<file path="config.mk">
export PLATFORM = sky130hd
export DESIGN_NAME = bcd_modcnt
export DESIGN_NICKNAME = d
export VERILOG_FILES = /design/src/rtl/bcd_modcnt.sv
export SDC_FILE = /design/constraint.sdc
export NUM_CORES = 1
export LEC_CHECK = 0
export ABC_AREA = 0
export CAP_MARGIN = 5
export CORE_MARGIN = 2
export CORE_UTILIZATION = 45
export CTS_CLUSTER_DIAMETER = 40
export CTS_CLUSTER_SIZE = 12
export DETAILED_ROUTE_END_ITERATION = 16
export HOLD_SLACK_MARGIN = 0.08
export PLACE_DENSITY_LB_ADDON = 0.3
export RECOVER_POWER = 25
export SYNTH_ARGS = -nofsm -noshare
export SYNTH_HDL_FRONTEND = slang
export SYNTH_SLANG_ARGS = --single-unit
</file>
<file path="constraint.sdc">
create_clock -name CLK -period 3.3 [get_ports CLK]
set_clock_uncertainty 0.05 [all_clocks]
set_input_delay 0.66 -clock CLK [delete_from_list [all_inputs] [get_ports CLK]]
set_output_delay 0.66 -clock CLK [all_outputs]
set_load 0.05 [all_outputs]
</file>
<file path="src/rtl/bcd_modcnt.sv">
// -----------------------------------------------------------------------------
// bcd_modcnt -- two-digit BCD modulo counter, MINV..MAXV, up/down, with load
//
// The count is held as two BCD digits (tens QH, units QL) and always stays
// inside [MINV, MAXV]. Wrapping at either end raises the combinational CA in
// the same cycle, so the next stage can use CA as its EN. Stages cascaded
// this way (sharing UP) step on the same clock edge.
//
// Parameters
//   MINV : lowest count value (0..98)
//   MAXV : highest count value (MINV+1..99)
//   HW   : tens-digit width; MAXV/10 must fit in HW bits
//
// Ports
//   CLK   in   clock, all state changes on the rising edge
//   RST   in   synchronous active-high reset, count <- MINV
//   EN    in   count enable, one step per enabled edge
//   UP    in   direction, 1 = increment, 0 = decrement
//   LD    in   parallel load request (has priority over EN)
//   DH    in   load tens digit  [HW-1:0]
//   DL    in   load units digit [3:0]
//   QH    out  tens digit of the count (registered)
//   QL    out  units digit of the count (registered)
//   CA    out  carry/borrow, high while this edge will wrap (combinational)
//   LDERR out  high for one cycle after a rejected load (registered)
// -----------------------------------------------------------------------------
module bcd_modcnt #(
  parameter int MINV = 0,
  parameter int MAXV = 59,
  parameter int HW   = 3
) (
  input  logic          CLK,
  input  logic          RST,
  input  logic          EN,
  input  logic          UP,
  input  logic          LD,
  input  logic [HW-1:0] DH,
  input  logic [3:0]    DL,
  output logic [HW-1:0] QH,
  output logic [3:0]    QL,
  output logic          CA,
  output logic          LDERR
);

  // Parameter sanity, checked while the design is elaborated.
  if (MINV < 0 || MINV > 98) begin : g_bad_minv
    $error("bcd_modcnt: MINV must lie in 0..98");
  end
  if (MAXV <= MINV || MAXV > 99) begin : g_bad_maxv
    $error("bcd_modcnt: MAXV must lie in MINV+1..99");
  end
  if (HW < 1 || (MAXV / 10) >= (1 << HW)) begin : g_bad_hw
    $error("bcd_modcnt: HW too narrow for the tens digit of MAXV");
  end

  // Range limits split into BCD digits, so every compare below is per digit.
  localparam logic [HW-1:0] MIN_H = HW'(MINV / 10);
  localparam logic [3:0]    MIN_L = 4'(MINV % 10);
  localparam logic [HW-1:0] MAX_H = HW'(MAXV / 10);
  localparam logic [3:0]    MAX_L = 4'(MAXV % 10);

  logic at_max;
  logic at_min;
  logic ld_ge_min;
  logic ld_le_max;
  logic ld_ok;

  assign at_max = (QH == MAX_H) && (QL == MAX_L);
  assign at_min = (QH == MIN_H) && (QL == MIN_L);

  // With the units digit limited to 0..9, ordering by (tens, units) is the
  // same as ordering by decimal value, so no binary value is ever formed.
  assign ld_ge_min = (DH > MIN_H) || ((DH == MIN_H) && (DL >= MIN_L));
  assign ld_le_max = (DH < MAX_H) || ((DH == MAX_H) && (DL <= MAX_L));
  assign ld_ok     = (DL <= 4'd9) && ld_ge_min && ld_le_max;

  assign CA = EN & ~LD & ~RST & ((UP & at_max) | (~UP & at_min));

  // NOTE: state registers use non-blocking assignments so every flop samples
  // the pre-edge values; blocking assignments here would create ordering races.
  always_ff @(posedge CLK) begin
    if (RST) begin
      QH    <= MIN_H;
      QL    <= MIN_L;
      LDERR <= 1'b0;
    end else if (LD) begin
      // A load always wins over counting; a rejected load leaves the count.
      if (ld_ok) begin
        QH    <= DH;
        QL    <= DL;
        LDERR <= 1'b0;
      end else begin
        LDERR <= 1'b1;
      end
    end else begin
      LDERR <= 1'b0;
      if (EN) begin
        if (UP) begin
          if (at_max) begin
            QH <= MIN_H;
            QL <= MIN_L;
          end else if (QL == 4'd9) begin
            QH <= QH + HW'(1);
            QL <= 4'd0;
          end else begin
            QL <= QL + 4'd1;
          end
        end else begin
          if (at_min) begin
            QH <= MAX_H;
            QL <= MAX_L;
          end else if (QL == 4'd0) begin
            QH <= QH - HW'(1);
            QL <= 4'd9;
          end else begin
            QL <= QL - 4'd1;
          end
        end
      end
    end
  end

endmodule

</file>
-- Yosys cells after proc, flatten, opt, wreduce, memory -nomap -nowiden
Cells that the tools add are included.
Widths: inputs -> output; s select.
- muxes and demuxes: 17
- div/mod/pow operators: 0
- $lt $le $gt $ge: 4
- shift-type cells: 0
- add/subtract/negate cells: 4
- $mul: 0
- reductions and logical operators: 16
- bitwise operators: 9
- equal/unequal tests: 5
- operators by type and width (operator ; count):
    $mux 4 ; 8
    $mux 3 ; 8
    $eq 3x3->1 const B ; 2
    $logic_and 1x1->1 ; 6
    $logic_not 3->1 ; 2
    $and 1x1->1 ; 5
    $add 4x1->4 const B ; 1
    $eq 4x4->1 const B ; 1
    $ge 4x1->1 const B ; 1
    $le 4x4->1 const B ; 1
    $logic_not 4->1 ; 1
    $ne 4x1->1 const B ; 1
    $reduce_and 4->1 ; 1
    $reduce_bool 4->1 ; 1
    $sub 4x1->4 const B ; 1
    $add 3x1->3 const B ; 1
    $gt 3x1->1 const B ; 1
    $lt 3x3->1 const B ; 1
    $not 1->1 ; 3
    $sub 3x1->3 const B ; 1
    $logic_or 1x1->1 ; 2
    $ne 2x1->1 const B ; 1
    $reduce_and 2->1 ; 1
    $reduce_bool 2->1 ; 1
    other kinds (3) ; 3
- ROM bits: 0
- register bits after elaboration: 8
- RAM bits: 0
- memories kept: 0
- bits in latches: 0
- output and inout port bits: 9
- bits of input ports: 12

-- Longest topological paths before layout
Gate-level depths: netlist of run 1.
- word-level depth: 7
- gate-level depth with buffers: 6
- mapped depth without buffers: 6

-- Worst setup path before layout of run 1
OpenSTA, ideal clock, no wires.
- path kind: flip-flop to output port
- start point: reg QL[1]
- end point: out CA
- arrival: 2.570 ns
- cell stages (with the launch flop): 7
- required time: 2.590 ns
- buffers on the path: 0
- path slack: 0.020 ns
- path through: dfxtp_1 -> inv_1 -> ha_1 -> or3b_1 -> nor2b_2 -> a21oi_1 -> nor3_1
- word-level cells in the longest chain between the ends: 5
- elaborated cells between the ends (all ways): 8
- ends and longest elaborated chain (item ; line ; source):
    start: declaration ; 40 ; output logic [3:0] QL,
    start signal: assignment ; 106 ; QL <= QL + 4'd1;
    start signal: assignment ; 116 ; QL <= QL - 4'd1;
    $eq 4x4->1 / $logic_not 4->1 (equally long branches) ; 68, 69 ;
    $logic_and 1x1->1, on equally long branches ; 68, 69 ;
    $and 1x1->1 ; 77 ; assign CA = EN & ~LD & ~RST & ((UP & at_max) | (~UP & at_min));
    $or 1x1->1 * ; 77 ;
    $and 1x1->1 * ; 77 ;
    end: declaration ; 41 ; output logic CA,
Every way passes the cells marked *; elsewhere a longest branch is shown, timed or not.

-- Worst setup path after layout of run 1
- start point: in UP
- end point: out CA
- word-level cells in the longest chain between the ends: 4
- elaborated cells between the ends (all ways): 5
- ends and longest elaborated chain (item ; line ; source):
    start: declaration ; 35 ; input logic UP,
    $not 1->1 ; 77 ;
    $and 1x1->1 ; 77 ;
    $or 1x1->1 * ; 77 ;
    $and 1x1->1 * ; 77 ;
Marked as above.

==> results of run 1 <==
area by class of cell:
| cell class | count | area, sq um | area share (%) |
|---|---|---|---|
| Timing Repair Buffer | 22 | 221 | 21.5 |
| Inverter | 10 | 37.5 | 3.64 |
| Clock buffer | 3 | 22.5 | 2.18 |
| Tap cell | 17 | 21.3 | 2.06 |
| Multi-Input combinational cell | 77 | 568 | 55.1 |
| Sequential cell | 8 | 160 | 15.5 |
cells by family after synthesis:
family                     count (synthesis)  share of synthesized area, %
AOI/OAI and AO/OA                         34                          32.8
adders and majority gates                  7                          11.0
buffers and inverters                     15                          7.99
DFF                                        8                          20.1
muxes                                      1                          1.25
and+or+nand+nor                           35                          27.0
power breakdown:
group	total, mW	switching (mW)	internal (mW)
combinational	0.159	0.0913	0.0674
clock	0.0762	0.0345	0.0417
sequential	0.120	0.0149	0.105
metal layers:
layer | GRT usage (%) | routed length (um)
met5 | 0 | 0
met3 | 7.06 | 82
met4 | 6.86 | 12
met2 | 35.3 | 1010
met1 | 25.0 | 862
state kept, by name, summed over array words and instances, names as in the netlist:
name   cells
QL         4
LDERR      1
QH         3
worst max-delay path, cell delays in order:
cell	delay, ps
clkdlybuf4s50_1	420
or3b_1	390
nor2b_2	190
a21oi_1	70
nor3_1	340
buf_12	190
cell usage after synthesis (all sizes together) (2+ instances only):
cell type	n	share of area, %
nor3	3	1.9
o21ai	3	1.9
nor2	3	1.4
and3	2	1.6
nand3b	3	2.8
buf	4	2.7
nand3	2	1.3
a21oi	9	6.1
nand2	4	1.9
ha	7	11
dfxtp	8	20
a311oi	4	5.2
inv	10	4.7
or2	2	1.6
a31oi	4	3.9
o32ai	3	3.3
nand2b	5	3.9
nor3b	2	2.5
nor2b	3	2.7
a221o	2	2.5
final timing paths:
kind / start / endpoint / slack, ps / depth (start not counted)
worst min register to register: QH[1]$_SDFFE_PP0P_ / QH[1]$_SDFFE_PP0P_ / 540 / 2
worst max register to register: QL[0]$_SDFFE_PP0P_ / QH[1]$_SDFFE_PP0P_ / 1380 / 6
worst min-delay path: QH[1]$_SDFFE_PP0P_ / QH[1]$_SDFFE_PP0P_ / 540 / 2
worst max-delay path: UP / CA / 340 / 6
metrics by stage:
| stage | instance area [sq um] | std cells | hold slack (ps) |
|---|---|---|---|
| floorplan | 798 | 100 | 698 |
| global placement | 1020 | 134 | 521 |
| detailed placement | 1020 | 134 | 536 |
| CTS | 1040 | 137 | 543 |
| global route | 1030 | 137 | 595 |
| finish | 1030 | 137 | 543 |
==> impl_results.md, run 1 <==
* Status: finished, final reports clean
* Max Buffers Root-to-Sink at 2
* First-pass DRT Iterations at 4
* Ys async rst share at 0%
* Hold Crit Class: reg2reg
* Startpoint types: input pin
* Leading cell type in the layout, fill and taps excluded: clkdlybuf4s50_1
* I/O Pins at 21
* Post-CTS Hold Buffers at 0
* Syn_nets at 119
* Routed len/inst at 14.4 um
* CTS buffer count at 3
* RSZ-0062 raised after global routing: false
* Final-report max-slew violation count at 0
* Remaining DRCs at 0
* Max Cap Violations at 0
* Filler cells at 168
* Inserted Diodes at 0
* Vias/cell at 6.02
* Seq/Total Area, Yosys at 20.1%
* Starting Density at 47.3%
* Port Buffers at 20
* Final Power at around 360 uW
* Share of layout cells above drive strength 1 at roughly a tenth
* Setup Viol. Count Final at 0
* Root Buffer: clkbuf_4
* CTS H-tree lvls at 1
* First-pass GRT wire length at 3.14 mm
* Slew margin rel. at 53.8%
* Grt ovf at 0
* Pwr Density at approximately 340 nW/um^2
* FMAX at roughly 0.34 GHz
* Worst VDD drop at 0.160 mV
* Critical Path End Type: output pin
* Iter 0 DRT Violations at 16
* Largest net degree at the start of global routing at 18
* Worst-Skew Late Latency at 250 ps
* Vias in the first global route at roughly 750
* Setup Fix Bufs, Post-CTS at 0
* Post-Synthesis Cell Area at 798 sq um
* Setup TNS at 0 ps
* Final nets at about 140
* CP arrival at 2250 ps
* TritonCTS clock tree: yes
* Routed WL at roughly 2.0 mm
* Crit Path Max Fanout at 3
* Yosys warning count at 0
* Req. time, crit path at around 2600 ps
* Primary FF master, synth: dfxtp_1
* Routed Antenna Nets at 0
* Final Wtd Congestion at 0.884
* CTS sink count at 8
* Lkg Pwr at roughly 0.38 nW
* Number of flops mapped to enable cells by yosys at 0
* Crit Path Class: in2out
* DP Wirelength at 1.54 mm
* Count of mapped cells out of synthesis at 100
* Avg Cell Area, Syn at 7.98 sq um
* Most frequent cells in the layout: clkdlybuf4s50_1, inv_1, dfxtp_1, a21oi_1, ha_1
* Initial antenna violation count at 0
* GRT Total Usage at 21.1%
* Clk slew on worst S/H paths at 50 ps
* Period utilisation layout at between 80% and 90%
* Core area at 1690 sq um
* Worst-Margin Slew at slightly below 700 ps
* Setup WS pre-CTS at 340 ps
* Library cells used by synthesis at 45
* Fin. Hold Viols at 0
* Area Growth Syn to Fin at 29.2%
* Die W at 46.1 um
* Synthesized flop and latch total at 8
* Die H at 46.1 um
* Vias at 825
* Finished Core Util at between 60% and 70%
* Min Tclk post-route at between 2000 and 3000 ps
* Die area at about 2100 sq um
* Final worst slack at approximately 340 ps
* # resized after CTS at 0
* Num rows at 15
(Power assumes the default switching activity.)
==> run 2: changes to the inputs <==
Settings changed: SKIP_CTS_REPAIR_TIMING set to 1.
==> results of run 2 <==
No change in the layout: final DEF, timing and power equal those of run 1.
